===== src/rtl/shift_pkg.sv =====
// Shared definitions for the shift sequencer.
// Holds the op codes, shift-register command codes, shift-amount mux
// selector codes, the FSM state enum and the op -> control decode helpers.
// Optional feature macro used by the sequencer: SHIFT_SEQ_LUI_EN.
package shift_pkg;

   // Shift operations carried on the op port
   localparam logic [2:0] OP_SLL  = 3'b000;
   localparam logic [2:0] OP_SRL  = 3'b001;
   localparam logic [2:0] OP_SRA  = 3'b010;
   localparam logic [2:0] OP_SLLV = 3'b011;
   localparam logic [2:0] OP_SRAV = 3'b100;
   localparam logic [2:0] OP_LUI  = 3'b101;

   // Shift-register commands
   localparam logic [2:0] CTRL_NOP   = 3'b000;
   localparam logic [2:0] CTRL_LOAD  = 3'b001;
   localparam logic [2:0] CTRL_LEFT  = 3'b010;
   localparam logic [2:0] CTRL_RIGHT = 3'b011;
   localparam logic [2:0] CTRL_ARITH = 3'b100;

   // Shift-amount mux selections
   localparam logic [1:0] SEL_SHAMT = 2'b00;
   localparam logic [1:0] SEL_C16   = 2'b01;
   localparam logic [1:0] SEL_REGB  = 2'b11;

   typedef enum logic [2:0] {
      ST_IDLE  = 3'd0,
      ST_LOAD  = 3'd1,
      ST_SHIFT = 3'd2,
      ST_WRITE = 3'd3,
      ST_ERR   = 3'd4
   } state_t;

   // Shift-amount source for a (valid) op; invalid ops fall back to shamt field
   function automatic logic [1:0] sel_for_op(input logic [2:0] o);
      logic [1:0] s;
      s = SEL_SHAMT;
      case (o)
         OP_SLLV, OP_SRAV: s = SEL_REGB;
         OP_LUI:           s = SEL_C16;
         default:          s = SEL_SHAMT;
      endcase
      return s;
   endfunction

   // Direction command driven while in SHIFT
   function automatic logic [2:0] dir_for_op(input logic [2:0] o);
      logic [2:0] d;
      d = CTRL_LEFT;
      case (o)
         OP_SRL:           d = CTRL_RIGHT;
         OP_SRA, OP_SRAV:  d = CTRL_ARITH;
         default:          d = CTRL_LEFT;
      endcase
      return d;
   endfunction

endpackage


===== src/rtl/shift_wait_cnt.sv =====
// Down-counter that times the SHIFT state.
// Ports:
//   clk      - clock
//   reset    - synchronous active-low reset (count -> 0)
//   load     - load load_val (has priority over dec)
//   load_val - value to load
//   dec      - decrement by one (ignored at zero)
//   zero     - count is zero
module shift_wait_cnt
   import shift_pkg::*;
#(
   parameter int W = 3
) (
   input  logic         clk,
   input  logic         reset,
   input  logic         load,
   input  logic [W-1:0] load_val,
   input  logic         dec,
   output logic         zero
);

   logic [W-1:0] count;

   always_ff @(posedge clk) begin
      if (!reset) begin
         count <= '0;
      end else if (load) begin
         count <= load_val;
      end else if (dec && (count != '0)) begin
         count <= count - 1'b1;
      end
   end

   assign zero = (count == '0);

endmodule


===== src/rtl/shift_sequencer.sv =====
// Control sequencer for a multi-cycle shifter.
// Walks IDLE -> LOAD -> SHIFT (SHIFT_WAIT cycles) -> WRITE, or IDLE -> ERR
// for an invalid op. All outputs are registered alongside the state.
// Optional feature: define SHIFT_SEQ_LUI_EN to accept LUI (op=101); without
// it LUI takes the error path.
// Parameters:
//   SHIFT_WAIT - cycles spent in SHIFT (1..7, anything else becomes 1)
// Ports:
//   clk        - clock
//   reset      - synchronous active-low reset
//   start      - operation request, looked at only in IDLE
//   op         - shift operation code
//   shamt_sel  - shift-amount mux select (held for the whole busy period)
//   shift_ctrl - shift-register command
//   busy       - high in every non-IDLE state
//   done       - one-cycle result-valid pulse
//   reg_wr     - register-file write enable (with done)
//   err        - one-cycle invalid-op pulse
module shift_sequencer
   import shift_pkg::*;
#(
   parameter int SHIFT_WAIT = 1
) (
   input  logic       clk,
   input  logic       reset,
   input  logic       start,
   input  logic [2:0] op,
   output logic [1:0] shamt_sel,
   output logic [2:0] shift_ctrl,
   output logic       busy,
   output logic       done,
   output logic       reg_wr,
   output logic       err
);

   localparam int         WAIT_EFF  = ((SHIFT_WAIT < 1) || (SHIFT_WAIT > 7)) ? 1 : SHIFT_WAIT;
   // Counter runs WAIT_EFF-1 .. 0 across the SHIFT cycles
   localparam logic [2:0] WAIT_LOAD = 3'(WAIT_EFF - 1);

   state_t     state;
   logic [2:0] op_latched;
   logic       cnt_load;
   logic       cnt_dec;
   logic       cnt_zero;

   function automatic logic op_valid(input logic [2:0] o);
      logic v;
      v = 1'b0;
      case (o)
         OP_SLL, OP_SRL, OP_SRA, OP_SLLV, OP_SRAV: v = 1'b1;
`ifdef SHIFT_SEQ_LUI_EN
         OP_LUI:                                   v = 1'b1;
`endif
         default:                                  v = 1'b0;
      endcase
      return v;
   endfunction

   assign cnt_load = (state == ST_LOAD);
   assign cnt_dec  = (state == ST_SHIFT);

   shift_wait_cnt #(.W(3)) u_wait_cnt (
      .clk      (clk),
      .reset    (reset),
      .load     (cnt_load),
      .load_val (WAIT_LOAD),
      .dec      (cnt_dec),
      .zero     (cnt_zero)
   );

   always_ff @(posedge clk) begin
      if (!reset) begin
         state      <= ST_IDLE;
         op_latched <= OP_SLL;
         shamt_sel  <= SEL_SHAMT;
         shift_ctrl <= CTRL_NOP;
         busy       <= 1'b0;
         done       <= 1'b0;
         reg_wr     <= 1'b0;
         err        <= 1'b0;
      end else begin
         case (state)
            ST_IDLE: begin
               if (start) begin
                  op_latched <= op;
                  busy       <= 1'b1;
                  if (op_valid(op)) begin
                     state      <= ST_LOAD;
                     shift_ctrl <= CTRL_LOAD;
                     shamt_sel  <= sel_for_op(op);
                  end else begin
                     state <= ST_ERR;
                     err   <= 1'b1;
                  end
               end
            end
            ST_LOAD: begin
               state      <= ST_SHIFT;
               shift_ctrl <= dir_for_op(op_latched);
            end
            ST_SHIFT: begin
               // Counter was loaded on entry; leave once it reaches zero
               if (cnt_zero) begin
                  state      <= ST_WRITE;
                  shift_ctrl <= CTRL_NOP;
                  done       <= 1'b1;
                  reg_wr     <= 1'b1;
               end
            end
            ST_WRITE: begin
               state     <= ST_IDLE;
               done      <= 1'b0;
               reg_wr    <= 1'b0;
               busy      <= 1'b0;
               shamt_sel <= SEL_SHAMT;
            end
            ST_ERR: begin
               state <= ST_IDLE;
               err   <= 1'b0;
               busy  <= 1'b0;
            end
            default: begin
               state      <= ST_IDLE;
               shamt_sel  <= SEL_SHAMT;
               shift_ctrl <= CTRL_NOP;
               busy       <= 1'b0;
               done       <= 1'b0;
               reg_wr     <= 1'b0;
               err        <= 1'b0;
            end
         endcase
      end
   end

endmodule


===== config.mk =====
export PLATFORM = sky130hd
export DESIGN_NAME = shift_sequencer
export DESIGN_NICKNAME = d
export VERILOG_FILES = /design/src/rtl/shift_pkg.sv /design/src/rtl/shift_wait_cnt.sv /design/src/rtl/shift_sequencer.sv
export SDC_FILE = /design/constraint.sdc
export NUM_CORES = 1
export LEC_CHECK = 0
export ABC_AREA = 1
export CAP_MARGIN = 20
export CORE_MARGIN = 4
export CORE_UTILIZATION = 46
export CTS_CLUSTER_DIAMETER = 30
export CTS_CLUSTER_SIZE = 28
export DETAILED_ROUTE_END_ITERATION = 16
export PLACE_DENSITY_LB_ADDON = 0.1
export SYNTH_ARGS = -nofsm -noshare
export SYNTH_HDL_FRONTEND = slang
export SYNTH_HIERARCHICAL = 1
export SYNTH_SLANG_ARGS = --single-unit

===== constraint.sdc =====
create_clock -name clk -period 1.2 [get_ports clk]
set_input_delay 0.24 -clock clk [delete_from_list [all_inputs] [get_ports clk]]
set_output_delay 0.24 -clock clk [all_outputs]
set_load 0.01 [all_outputs]

Word level (Yosys, flattened, before mapping) --
Index checks and enable logic that the tools add are counted.
Word-level totals: register bits after elaboration 17, bits of input ports 6, output and inout port bits 9, word-level logic and storage cells 76
Cells by class: add/sub/neg operators 1, eq/ne operators 16, muxes and demuxes 24, bitwise operators 6, reduce and logical (&&, ||, !) cells 21
Operators by type and width (number):
- 2-to-1 mux 3 bit | 6
- == test 3 x 2 -> 1 bit (second input constant) | 5
- == test 3 bit (second input constant) | 4
- case mux 3 bit (4 select lines) | 1
- OR reduction 2 bit | 5
- == test 3 x 1 -> 1 bit (second input constant) | 3
- logical NOT 3 bit | 3
- case mux 3 bit (3 select lines) | 1
- OR reduction 3 bit | 3
- 2-to-1 mux 1 bit | 8
- inequality test 2 bit (second input constant) | 4
- case mux 2 bit (2 select lines) | 2
- AND reduction 2 bit | 4
- inverter 1 bit | 6
- case mux 1 bit (2 select lines) | 3
- case mux 3 bit (2 select lines) | 1
- AND reduction 3 bit | 2
- OR reduction 5 bit | 1
- 2-to-1 mux 2 bit | 2
- AND reduction 4 bit | 1
- nonzero test 3 bit | 1
- subtractor 3 x 1 -> 3 bit (second input constant) | 1
- logical AND 1 bit | 1

Longest topological paths before layout --
depth in word-level cells 9, gate-level depth with buffers 9

Cells and area by module --
Netlist, hierarchy kept.
Modules (own cells, without submodules):
- shift_sequencer | times used 1, cells each 105, area an instance 693.2 um^2, seq. area each 280.3 um^2
- shift_wait_cnt | times used 1, cells each 33, area an instance 197.7 um^2, seq. area each 60.1 um^2

Least setup slack after synthesis --
Ideal clock, no wire load.
path kind register -> register, start point register u_wait_cnt.count[0], end point register shift_ctrl[0], arrival 1.156 ns, data required time 1.087 ns, path slack -0.069 ns, stages on the path, launching flop included 10, path buffers 0, clock period less this slack 1.269 ns, cells stage by stage dfxtp_1 > inv_1 > ha_1 > ha_1 > nor2_2 > nor2_2 > nand2_2 > nand2_1 > nand2_1 > nor2_1
Between the ends: word-level cells in the longest chain between the ends 3
RTL lines:
- start, declared | line shift_wait_cnt.sv:22 | logic [W-1:0] count;
- start signal, assigned | line shift_wait_cnt.sv:28 | count <= load_val;
- start signal, assigned | line shift_wait_cnt.sv:30 | count <= count - 1'b1;
- logical NOT 3 bit | line shift_wait_cnt.sv:34 | assign zero = (count == '0);
- named net cnt_zero | line shift_sequencer.sv:44 | logic cnt_zero;
- inequality test 2 bit (no line)
- AND reduction 4 bit (no line)
- end signal, assigned | line shift_sequencer.sv:99 | shift_ctrl <= dir_for_op(op_latched);
- end, declared | line shift_sequencer.sv:29 | output logic [2:0] shift_ctrl,
The timed path passes the listed nets, and every way through them passes these cells. A chain may end at the register's enable or synchronous reset.

Worst setup path in the final report --
Ends and elaborated chain as after synthesis.

==> run metrics <==
FMAX roughly 830 MHz; Reg clk slew, reported paths 100 ps; Starting Density 0.4996; Total Wirelength between 2000 and 2500 um; Setup TNS 0 ps; clk_skew 3.335 ps; Min-Delay Startpoint op[2]; pwr dens 2526 nW/um^2; total CTS buffers 3; clk_lat worst skew ~300 ps; post-synthesis average cell area 6.455 um^2; Syn Inst Count between 100 and 150; antenna violations before repair 0; Worst path slowest cell dfxtp_2; synth warn 6; drt drc 0; MaxCap Viol Count 0; Pins Over Slew Limit 0; hold_ws 332.7 ps; Critical R2R Launch u_wait_cnt/count[0]$_SDFFE_PN0P_; GRT overflow 0; met3 wire length 95 um; Startpoint Class register; Final Hold Viols 0; max incr delay on CP 340 ps; Global Route Usage Sum 0.1643; worst path cell trace inv_2, ha_4, ha_4, nor2_4, nor2_2, nand2_2, nand2_1, nand2_1, nor2_1; Final setup viols 0; status finished clean; Worst EP required 1410 ps; Seq. cell area ~350 um^2; fillers around 150; CP Capture Type register; hold path cells 3; Vias/cell 4.729; post-layout util 0.7312; met2 wire len 1035 um; CTS tree yes; first-pass GRT wire length approximately 3300 um; synth-to-layout area growth 46.35%; register area share after synthesis 0.3820; most frequent cells in the layout nand2_1, inv_1, buf_4, nor2_1, dfxtp_1; Setup WS post-layout 0.7148 ps; Die Area 2705 um^2; vias in the first global route 834; layout cells sized above 1 0.3218; RSZ-0062 raised after global routing yes; Final ANT Viol Nets 0; wire per inst 10.23 um; Pleak 0.6676 nW; Yosys cell types 17; Seq cells post-synth 17; Mapped Area between 800 and 900 um^2; R2R cell count 9; clk sinks 17; Placeable Area about 1800 um^2; initial DRC count 22; multi-input logic area 531.8 um^2; H-tree depth 1; CTS root buf clkbuf_4; post-place setup slack -240.4 ps; Top Ports 15; WL met1 approximately 870 um; cell row count 15; Critical path origin u_wait_cnt/count[0]$_SDFFE_PN0P_; total number of vias about 940; Max IR drop VDD roughly 1.7 mV; top sig layer met4; Buffers on Ports 14; antenna cells 0; HP Class in2reg; final net count roughly 180; chip height between 50 and 60 um; final instance area 1304 um^2; Tmin final about 1200 ps; deepest clock path buffer count 2; Placed Area 1169 um^2; most common cell after layout, fill and taps aside nand2_1; critical path class reg2reg; Crit path arrival time 1410 ps; largest net degree at the start of global routing 11; Initial DRT Pass Iterations 4; Crit Path Max Fanout 6; GPL Wtd Cong about 0.86; die width 52.01 um; Final Cycle Share 0.9994; DP HPWL 1559 um
metal layers:
layer / track usage / vias to the layer above
li1: - / 490
met1: 0.1965 / 422
met2: 0.2720 / 24
met3: 0.02865 / 5
met4: 0.09607 / 0
met5: 0 / -
path summary, 6_finish.rpt:
| path | to | slack [ps] |
|---|---|---|
| worst min register to register | err$_SDFFE_PN0P_ | 450 |
| worst max register to register | shift_ctrl[0]$_SDFFE_PN0P_ | 0.7 |
| worst max-delay path | shift_ctrl[0]$_SDFFE_PN0P_ | 0.7 |
| worst min-delay path | op_latched[2]$_SDFFE_PN0P_ | 330 |
repair_timing:
item,CTS,global route
hold buffers,0,0
pin swaps,5,10
setup buffers,0,4
resized for setup,20,24
setup endpoints to repair,17,20
flip-flops by register name, indices dropped and copies added (netlist names):
| signal | cells |
|---|---|
| err | 1 |
| shift_ctrl | 3 |
| shamt_sel | 2 |
| u_wait_cnt/count | 3 |
| op_latched | 3 |
| state | 3 |
| reg_wr | 1 |
| busy | 1 |
critical path, delay by kind of cell, from the launching register on:
family | cells | cell delay [ps]
adder cells (fa/ha/maj) | 2 | 320
AND/OR/NAND/NOR | 6 | 410
flip-flops | 1 | 340
buffers and inverters | 1 | 40
cell families (layout without fill, tap and decap cells):
logic type | Yosys count | after routing | share of synthesized area
adder cells (fa/ha/maj) | 2 | 2 | 0.02809
AND/OR/NAND/NOR | 71 | 71 | 0.3441
other | 1 | 3 | 0.004209
buffers and inverters | 27 | 61 | 0.1222
AO/OA/AOI/OAI | 20 | 20 | 0.1194
flip-flops | 17 | 17 | 0.3820
report_power, final:
part           internal (mW)  leakage (nW)  total [mW]  switching, mW
registers              0.788         0.143       0.915          0.127
clock network          0.124        0.0177       0.315          0.191
logic                  0.926         0.507        2.06           1.14
total                   1.84         0.668        3.29           1.46
synthesized netlist by cell type:
cell type,n,share of area
nand2_2,2,0.014
dfxtp_1,17,0.38
nor2_2,5,0.035
nand2_1,35,0.15
nand3_1,8,0.045
a21oi_1,11,0.062
a211oi_1,1,0.0084
o21ai_2,1,0.0098
ha_1,2,0.028
inv_2,1,0.0042
conb_1,1,0.0042
inv_1,24,0.10
nor3_2,1,0.011
nor2_1,19,0.080
o21ai_0,7,0.039
nand3_2,1,0.011
buf_4,2,0.017
per-stage QoR:
stage / power, mW / instances
after floorplan: 2.024 / 140
final: 3.293 / 199
after detailed placement: 2.647 / 191
after CTS: 3.021 / 195
after global placement: 2.599 / 191
after global routing: 3.633 / 199
final cells by class:
class | count | area share
clock buffers | 3 | 0.01727
multi-input cells | 96 | 0.4079
flip-flops and latches | 17 | 0.2678
inverters | 25 | 0.07198
clock inverters | 1 | 0.003839
repair buffers | 32 | 0.2073
well taps | 25 | 0.02399
Note: power is estimated with default switching activity, not from simulation.
